File: config.mk
export PLATFORM = sky130hd
export DESIGN_NAME = digit_scan_mux
export DESIGN_NICKNAME = d
export VERILOG_FILES = /design/src/rtl/scan_pkg.sv /design/src/rtl/scan_lzb_mask.sv /design/src/rtl/digit_scan_mux.sv
export SDC_FILE = /design/constraint.sdc
export NUM_CORES = 1
export LEC_CHECK = 0
export CAP_MARGIN = 20
export CORE_UTILIZATION = 35
export CTS_CLUSTER_SIZE = 40
export DETAILED_ROUTE_END_ITERATION = 16
export DONT_BUFFER_PORTS = 1
export SLEW_MARGIN = 25
export SYNTH_ARGS = -nofsm -noshare
export SYNTH_HDL_FRONTEND = slang
export SYNTH_SLANG_ARGS = --single-unit
File: constraint.sdc
create_clock -name clk -period 6.8 [get_ports clk]
set_clock_uncertainty 0.05 [all_clocks]
set_input_delay 2.04 -clock clk [delete_from_list [all_inputs] [get_ports clk]]
set_output_delay 2.04 -clock clk [all_outputs]
set_load 0.03 [all_outputs]
File: src/rtl/scan_pkg.sv
// Shared constants and helpers for the seven-segment digit scanner.
package scan_pkg;

  localparam int NIB_W      = 4;
  localparam int MAX_DIGITS = 8;

  // Widest anode vector; callers truncate to their own digit count.
  function automatic logic [MAX_DIGITS-1:0] adrive_off();
    return '1;
  endfunction

  // Phase 0 of every slot is the anti-ghosting guard; phases 1..level are lit.
  function automatic logic phase_on(input logic [7:0] phase, input logic [7:0] level);
    return (phase != 8'd0) && (phase <= level);
  endfunction

endpackage

File: src/rtl/scan_lzb_mask.sv
// Leading-zero suppression mask: digit i (i >= 1) is masked when it and every higher nibble are zero.
module scan_lzb_mask
  import scan_pkg::*;
#(
  parameter int NUM_DIGITS = 4
) (
  input  logic [NIB_W*NUM_DIGITS-1:0] digits,
  output logic [NUM_DIGITS-1:0]       mask
);

  logic hi_zero;

  always_comb begin
    mask    = '0;
    hi_zero = 1'b1;
    for (int i = NUM_DIGITS - 1; i >= 1; i--) begin
      hi_zero = hi_zero & (digits[NIB_W*i +: NIB_W] == '0);
      mask[i] = hi_zero;
    end
  end

endmodule

File: src/rtl/digit_scan_mux.sv
// Time-multiplexed common-anode seven-segment scanner with per-frame input snapshot.
// Optional leading-zero blanking is compiled in when SCAN_LZB_EN is defined.
module digit_scan_mux
  import scan_pkg::*;
#(
  parameter int NUM_DIGITS  = 4,
  parameter int TICK_BITS   = 18,
  parameter int BRIGHT_BITS = 3
) (
  input  logic                          clk,
  input  logic                          reset,
  input  logic [NIB_W*NUM_DIGITS-1:0]   digits,
  input  logic [NUM_DIGITS-1:0]         blank,
  input  logic [NUM_DIGITS-1:0]         dp,
  input  logic [BRIGHT_BITS-1:0]        bright,
  output logic [NIB_W-1:0]              muxd,
  output logic                          dp_n,
  output logic [NUM_DIGITS-1:0]         adrive,
  output logic [$clog2(NUM_DIGITS)-1:0] digit_sel,
  output logic                          frame_start
);

  localparam int SEL_W = $clog2(NUM_DIGITS);
  localparam logic [SEL_W-1:0]      LAST_IDX   = SEL_W'(NUM_DIGITS - 1);
  localparam logic [NUM_DIGITS-1:0] ADRIVE_OFF = NUM_DIGITS'(adrive_off());

  logic [TICK_BITS-1:0]          tcnt;
  logic [SEL_W-1:0]              idx;
  logic                          frame_hit;

  logic [NIB_W*NUM_DIGITS-1:0]   snap_digits;
  logic [NUM_DIGITS-1:0]         snap_blank;
  logic [NUM_DIGITS-1:0]         snap_dp;
  logic [BRIGHT_BITS-1:0]        snap_bright;

  logic [BRIGHT_BITS-1:0]        phase;
  logic                          slot_on;
  logic [NUM_DIGITS-1:0]         supp;
  logic [NUM_DIGITS-1:0]         drive_next;
  logic [NIB_W-1:0]              cur_digit;
  logic                          cur_dp;
  logic                          lit;

  // Stage p0: slot/phase counters; idx skips unused codes for non-power-of-two counts
  always_ff @(posedge clk or posedge reset) begin
    if (reset) begin
      tcnt <= '0;
      idx  <= '0;
    end else begin
      tcnt <= tcnt + 1'b1;
      if (tcnt == '1)
        idx <= (idx == LAST_IDX) ? '0 : idx + 1'b1;
    end
  end

  assign frame_hit = (idx == '0) && (tcnt == '0);

  // Snapshot: loaded once per frame; blank powers up set so nothing lights before the first load
  always_ff @(posedge clk or posedge reset) begin
    if (reset) begin
      snap_digits <= '0;
      snap_blank  <= '1;
      snap_dp     <= '0;
      snap_bright <= '0;
    end else if (frame_hit) begin
      snap_digits <= digits;
      snap_blank  <= blank;
      snap_dp     <= dp;
      snap_bright <= bright;
    end
  end

`ifdef SCAN_LZB_EN
  scan_lzb_mask #(
    .NUM_DIGITS(NUM_DIGITS)
  ) u_lzb (
    .digits(snap_digits),
    .mask  (supp)
  );
`else
  assign supp = '0;
`endif

  assign phase   = tcnt[TICK_BITS-1 -: BRIGHT_BITS];
  assign slot_on = phase_on(8'(phase), 8'(snap_bright));

  always_comb begin
    drive_next = ADRIVE_OFF;
    cur_digit  = '0;
    cur_dp     = 1'b0;
    for (int i = 0; i < NUM_DIGITS; i++) begin
      if (idx == SEL_W'(i)) begin
        cur_digit     = snap_digits[NIB_W*i +: NIB_W];
        cur_dp        = snap_dp[i];
        drive_next[i] = ~(slot_on & ~snap_blank[i] & ~supp[i]);
      end
    end
  end

  assign lit = ~&drive_next;

  // Stage p1: registered display outputs, one clock behind the counter state
  always_ff @(posedge clk or posedge reset) begin
    if (reset) begin
      adrive      <= ADRIVE_OFF;
      muxd        <= '0;
      dp_n        <= 1'b1;
      digit_sel   <= '0;
      frame_start <= 1'b0;
    end else begin
      adrive      <= drive_next;
      muxd        <= cur_digit;
      dp_n        <= ~(cur_dp & lit);
      digit_sel   <= idx;
      frame_start <= frame_hit;
    end
  end

endmodule

After elaboration in Yosys (flattened, before gate mapping)
Cells that the tools add are included.
{"block": "totals", "register_bits": 59, "in_bits": 29, "output_inout_bits": 12, "wordCells": 52}
{"block": "op_classes", "addsub": 2, "n_lt_le_gt_ge": 1, "n_eq_ne": 4, "n_mux": 13, "bitwise_logic": 14, "n_reduce_logical": 7}
{"cell": "adder 18 x 1 -> 18 bit (second input constant)", "count": 1}
{"cell": "equality test 18 bit (second input constant)", "count": 1}
{"cell": "zero test 18 bit", "count": 1}
{"cell": "two-way mux 4 bit", "count": 4}
{"cell": "inverter 1 bit", "count": 9}
{"cell": "two-way mux 1 bit", "count": 8}
{"cell": "AND 1 bit", "count": 5}
{"cell": "equality test 2 bit (second input constant)", "count": 2}
{"cell": "AND reduction 4 bit", "count": 1}
{"cell": "<= comparator 3 bit", "count": 1}
{"cell": "nonzero test 3 bit", "count": 1}
{"cell": "adder 2 x 1 -> 2 bit (second input constant)", "count": 1}
{"cell": "equality test 2 x 1 -> 1 bit (second input constant)", "count": 1}
{"cell": "logical AND 1 bit", "count": 2}
{"cell": "zero test 2 bit", "count": 1}
{"cell": "two-way mux 2 bit", "count": 1}
{"cell": "zero test 1 bit", "count": 1}

Logic depth before layout (Yosys ltp)
Gate-level depths: netlist (run 1).
{"block": "logic_depth", "ltp_word": 9, "mapped_depth": 7, "ltp_nobuf": 6}

Least setup slack after synthesis (run 1)
Ideal clock, no wire load.
{"block": "synth_path", "path_kind": "register to output", "startpoint": "reg adrive[0]", "endpoint": "out adrive[0]", "arrival_ns": 0.588, "required_time_ns": 4.710, "slack_ns": 4.122, "stages_incl_launch_ff": 1, "n_path_buf": 0, "path_cell_list": "dfstp_2"}
{"element": "start, declared", "line": "digit_scan_mux.sv:18", "text": "output logic [NUM_DIGITS-1:0] adrive,"}
{"element": "start signal, assigned", "line": "digit_scan_mux.sv:111", "text": "adrive <= drive_next;"}
No word-level cell between the ends.

Final worst setup path (run 1)
{"block": "layout_path", "startpoint": "reg adrive[1]", "endpoint": "out adrive[1]"}
No word-level cell between the ends.

==> results of run 1 <==
-- sequential cells by signal (all words and copies together) (netlist names), 2 cells and up --
register     count
adrive           4
muxd             4
snap_dp          4
snap_digits     16
snap_bright      3
digit_sel        2
idx              2
tcnt            18
snap_blank       4
-- cell families after synthesis --
group                      synth area share (%)
adders and majority gates                  4.40
AOI/OAI and AO/OA                          3.62
DFF                                        58.1
muxes                                      12.8
and+or+nand+nor                            13.1
xor gates and xnor gates                   5.48
buffers and inverters                      2.49
-- power by group through the flow --
stage	logic, uW	clock network (uW)	registers, uW
floorplan	16.0	0	373
global placement	19.4	0	375
detailed placement	20.0	0	375
CTS	20.0	300	368
global route	22.3	317	369
finish	19.1	287	369
-- stage by stage --
step	utilization, %	area (um^2)	hold WS, ns	total power, uW	worst slack [ns]
2_1_floorplan	-	2560	0.365	389	3.27
3_3_place_gp	38.3	2660	0.407	394	4.07
3_5_place_dp	38.3	2660	0.418	395	4.06
4_1_cts	40.9	2840	0.435	688	3.73
5_1_grt	40.9	2840	0.450	709	3.71
6_report	40.9	2840	0.431	675	3.76
-- metal layers --
layer / vias to the layer above / global-route usage, % / share of wire [%] / routed length (um)
li1: 709 / - / - / -
met1: 733 / 17.3 / 46 / 2120
met3: 9 / 5.59 / 5.0 / 233
met2: 38 / 20.8 / 46 / 2120
met4: 0 / 8.94 / 3.0 / 140
met5: - / 0 / 0 / 0
-- placed cells by master, fill, tap and decap left out, drive strengths merged --
| master | instances |
|---|---|
| dfrtp | 50 |
| nor4 | 3 |
| o31ai | 4 |
| or3 | 1 |
| nand3 | 9 |
| and3 | 4 |
| o21ai | 2 |
| nor4b | 1 |
| o21a | 1 |
| mux2 | 29 |
| buf | 2 |
| and4 | 2 |
| ha | 9 |
| dfstp | 9 |
| inv | 8 |
| or4 | 2 |
| nand3b | 1 |
| a21oi | 2 |
| nand4 | 4 |
| a221oi | 4 |
| xor2 | 8 |
| clkbuf | 11 |
| nor2 | 6 |
| nor3 | 2 |
| nand2 | 14 |
| clkinv | 4 |
| xnor2 | 8 |
| clkinvlp | 1 |
| nor2b | 10 |
-- worst max path at each step --
stage               startpoint            to  cells after the start
floorplan                reset  digit_sel[0]                      1
global placement         reset    snap_dp[1]                      2
global route         adrive[0]     adrive[0]                      0
CTS                  adrive[0]     adrive[0]                      0
detailed placement       reset    snap_dp[3]                      2
finish               adrive[1]     adrive[1]                      0
-- layout make-up --
cell class | instances | area (um^2)
tap | 96 | 120
sequential | 59 | 1490
multi-input combinational | 126 | 1010
inverter | 8 | 30.0
clock buffer | 11 | 151
clock inverter | 5 | 27.5
timing repair buffer | 2 | 15.0
fill | 668 | 4110
==> flow_metrics.env, run 1 <==
export IMPL_setup_viol=0
export IMPL_ctsHoldBuffers=0
export IMPL_drt_iter0_drc=94
export IMPL_crit_arrival_ns=0.95
export IMPL_cts_buffers=9
export IMPL_slew_headroom_pct=50.8
export IMPL_endpoint_kind="output pin"
export IMPL_clk_latency_ns=0.34
export IMPL_hold_depth=1
export IMPL_clk_pin_slew_ns=0.06
export IMPL_syn_area_um2=2560
export IMPL_seq_area_frac_synth_pct=58.1
export IMPL_fin_crit_sh_pct=44.7
export IMPL_clock_sinks=59
export IMPL_final_nets=244
export IMPL_p_int_uw=519
export IMPL_tritoncts="yes"
export IMPL_dr_pass1_iters=4
export IMPL_worstHoldStart="tcnt[0]"
export IMPL_grt_pass1_vias=1542
export IMPL_synthArstFlopShare_pct=100
export IMPL_drc=0
export IMPL_syn_inst=198
export IMPL_path_class="reg2out"
export IMPL_drv_cap=0
export IMPL_ys_warn_count=0
export IMPL_via_count=1489
export IMPL_grt_pass1_wl_mm=7.71
export IMPL_setup_tns_ns=0
export IMPL_clkPwrFrac_pct=42.5
export IMPL_switchingPower_uw=155
export IMPL_antenna_found_initial=0
export IMPL_critPathLaunchType="flop"
export IMPL_ys_ff_latch=59
export IMPL_drtAntennaViolNets=0
export IMPL_synth_top_area_cell="dfrtp_1"
export IMPL_cellPowerDensity_nw_per_um2=238
export IMPL_start_util_pct=36.8
export IMPL_rsz0062_at_grt="no"
export IMPL_cts_buffer_depth=2
export IMPL_wire_per_inst_um=15.0
export IMPL_min_path_type="reg2reg"
export IMPL_r2r_start="tcnt[15]"
export IMPL_status="completed"
export IMPL_h_tree_depth=3
export IMPL_cts_resized=0
export IMPL_core_area_um2=6940
export IMPL_sequentialPowerShare_pct=54.6
export IMPL_place_inst=291
export IMPL_drv_slew=0
export IMPL_grt_ovfl_total=0
export IMPL_ys_types=30
export IMPL_hpwlAfterDp_mm=3.12
export IMPL_swShare_pct=23.0
export IMPL_yosysMostFrequentCell="dfrtp_1"
export IMPL_synth_edf_count=0
export IMPL_combPwrFrac_pct=2.8
export IMPL_layout_cells_non_filler=307
export IMPL_cp_required_ns=4.71
export IMPL_crit_fanout=1
export IMPL_period_minus_slack_ns=3.04
export IMPL_synthTopCellsByCount="dfrtp_1 (50), mux2_2 (24), nand2_1 (14), nor2b_1 (10)"
export IMPL_cts_root_buf="clkbuf_8"
export IMPL_diodes=0
export IMPL_place_congestion=0.770
export IMPL_num_rows=30
export IMPL_grt_max_degree=60
export IMPL_r2r_slack_ns=4.60
export IMPL_reg2regPathDepth=4
export IMPL_pin_count=41
export IMPL_wirelength_mm=4.61
export IMPL_timing_final_hold_violations=0
export IMPL_r2r_end="snap_dp[0]"
export IMPL_p_leak_uw=0.00122
export IMPL_drive_gt1_share_pct=25.6
export IMPL_die_width_um=87.5
export IMPL_fmax_mhz=329
export IMPL_vdd_drop_max_mv=0.166
export IMPL_synthFlopType="dfrtp_1"
export IMPL_worst_slew_pin_slew_ns=0.737
export IMPL_hold_path_endpoint="tcnt[0]"
export IMPL_synth_nets=236
export IMPL_synth_top_cell_area_share_pct=48.9
export IMPL_dieHeight_um=87.5
export IMPL_synthTopCellsByArea="dfrtp_1 (49%), mux2_2 (11%), dfstp_2 (9.2%)"
export IMPL_io_buffers=0
export IMPL_syn_avg_cell_area_um2=12.9
export IMPL_grt_use_total_pct=14.1
export IMPL_post_cts_buffers=0
export IMPL_die_area_um2=7660
export IMPL_viasPerCell=4.85
export IMPL_layout_area_overhead_vs_synth_pct=11.0
Power figures use the tool's default switching activity.
==> run 2: changes to the inputs <==
==> constraint.sdc (replaced) <==
create_clock -name clk -period 2.8 [get_ports clk]
set_clock_uncertainty 0.05 [all_clocks]
set_input_delay 0.84 -clock clk [delete_from_list [all_inputs] [get_ports clk]]
set_output_delay 0.84 -clock clk [all_outputs]
set_load 0.03 [all_outputs]
==> flow_metrics.env, run 2 (synthesized netlist as in run 1, its figures left out) <==
export IMPL_cp_required_ns=2.98
export IMPL_wirelength_mm=4.71
export IMPL_start_util_pct=36.8
export IMPL_grt_pass1_vias=1478
export IMPL_final_cell_mix="dfrtp_1 (50), mux2_2 (24), nand2_1 (14), clkbuf_8 (14), nor2b_1 (10)"
export IMPL_p_total_uw=1700
export IMPL_dr_pass1_iters=4
export IMPL_cts_root_buf="clkbuf_8"
export IMPL_clk_latency_ns=0.34
export IMPL_min_path_type="reg2reg"
export IMPL_path_class="reg2reg"
export IMPL_slew_headroom_pct=52.1
export IMPL_largest_register="tcnt"
export IMPL_viasPerCell=4.98
export IMPL_cp_slowest_cell="or4_4"
export IMPL_setup_tns_ns=0
export IMPL_wire_per_inst_um=15.3
export IMPL_critPathBufInv=1
export IMPL_fin_crit_sh_pct=77.8
export IMPL_pin_count=41
export IMPL_num_rows=30
export IMPL_cts_buffers=9
export IMPL_critPathLaunchType="flop"
export IMPL_final_common_cell="dfrtp_1"
export IMPL_grt_use_total_pct=14.5
export IMPL_cts_resized=0
export IMPL_dr_wl_met2_mm=2.20
export IMPL_critPathTopFamily="simple AND/OR/NAND/NOR gates"
export IMPL_via_count=1530
export IMPL_ctsHoldBuffers=0
export IMPL_rsz0062_at_grt="no"
export IMPL_status="completed"
export IMPL_core_area_um2=6940
export IMPL_place_ws_ns=0.598
export IMPL_drc=0
export IMPL_layout_area_overhead_vs_synth_pct=11.8
export IMPL_io_buffers=0
export IMPL_setup_viol=0
export IMPL_die_width_um=87.5
export IMPL_grt_ovfl_total=0
export IMPL_clock_sinks=59
export IMPL_grt_max_degree=60
export IMPL_antenna_found_initial=0
export IMPL_top_layer="met4"
export IMPL_cellPowerDensity_nw_per_um2=595
export IMPL_reg_top3="tcnt (18), snap_digits (16)"
export IMPL_drv_slew=0
export IMPL_fill_cells=647
export IMPL_timing_final_ws_setup_ns=0.623
export IMPL_p_leak_uw=0.00123
export IMPL_crit_fanout=27
export IMPL_r2r_slack_ns=0.62
export IMPL_drtAntennaViolNets=0
export IMPL_final_nets=244
export IMPL_tritoncts="yes"
export IMPL_dieHeight_um=87.5
export IMPL_timing_final_hold_violations=0
export IMPL_hpwlAfterDp_mm=3.21
export IMPL_drv_cap=0
export IMPL_clk_pin_slew_ns=0.07
export IMPL_crit_arrival_ns=2.36
export IMPL_post_cts_buffers=0
export IMPL_place_congestion=0.701
export IMPL_max_stage_delay_ns=0.55
export IMPL_endpoint_kind="flop"
export IMPL_met3_length_um=297
export IMPL_path_cells="or4_4 -> nor4_4 -> buf_4 -> mux2_2"
export IMPL_drt_iter0_drc=53
export IMPL_diodes=0
export IMPL_grt_pass1_wl_mm=7.82
export IMPL_m1WireLength_mm=2.11
export IMPL_fmax_mhz=459
export IMPL_finalCoreUtilization_pct=41.2
export IMPL_h_tree_depth=3
export IMPL_drive_gt1_share_pct=25.1
export IMPL_period_minus_slack_ns=2.18
export IMPL_vdd_drop_max_mv=0.313
export IMPL_largest_reg_flops=18
export IMPL_worst_slew_pin_slew_ns=0.719
export IMPL_die_area_um2=7660
export IMPL_cts_buffer_depth=2
run 2: metal layers:
metal / vias to the layer above / track usage (%)
met5: - / 0
met4: 0 / 8.49
met1: 774 / 18.2
li1: 710 / -
met3: 5 / 6.73
met2: 41 / 20.4
run 2: final timing paths:
kind,start,endpoint,cells past startpoint
worst min-delay path,snap_digits[12],muxd[0],2
min in group asynchronous,reset,snap_digits[4],2
worst max register to register,tcnt[4],snap_digits[10],4
worst min register to register,snap_digits[12],muxd[0],2
worst max-delay path,tcnt[4],snap_digits[10],4
max in group asynchronous,reset,snap_dp[1],2
run 2: stage by stage:
step | hold slack (ns) | instances | cell area, um^2
final | 0.423 | 307 | 2860
after CTS | 0.419 | 307 | 2860
after detailed placement | 0.422 | 291 | 2660
after floorplan | 0.365 | 198 | 2560
after global placement | 0.408 | 291 | 2660
after global routing | 0.451 | 307 | 2860
run 2: report_power, final:
| group | total (uW) | internal [uW] | switching, uW |
|---|---|---|---|
| sequential | 895 | 878 | 17.2 |
| clock | 761 | 441 | 319 |
| combinational | 46.1 | 20.5 | 25.6 |
| total | 1700 | 1340 | 362 |
run 2: worst min-delay path: stages (launching register included):
cell and delay, ns:
dfrtp_1 0.34, nand2_1 0.05, o31ai_1 0.06
run 2: cell type report:
type	instances	area, um^2	area share (%)
clock buffers	15	196	6.86
clock inverters	1	5.00	0.175
inverters	8	30.0	1.05
multi-input cells	126	1010	35.2
flip-flops and latches	59	1490	52.0
well taps	96	120	4.20
repair buffers	2	15.0	0.525
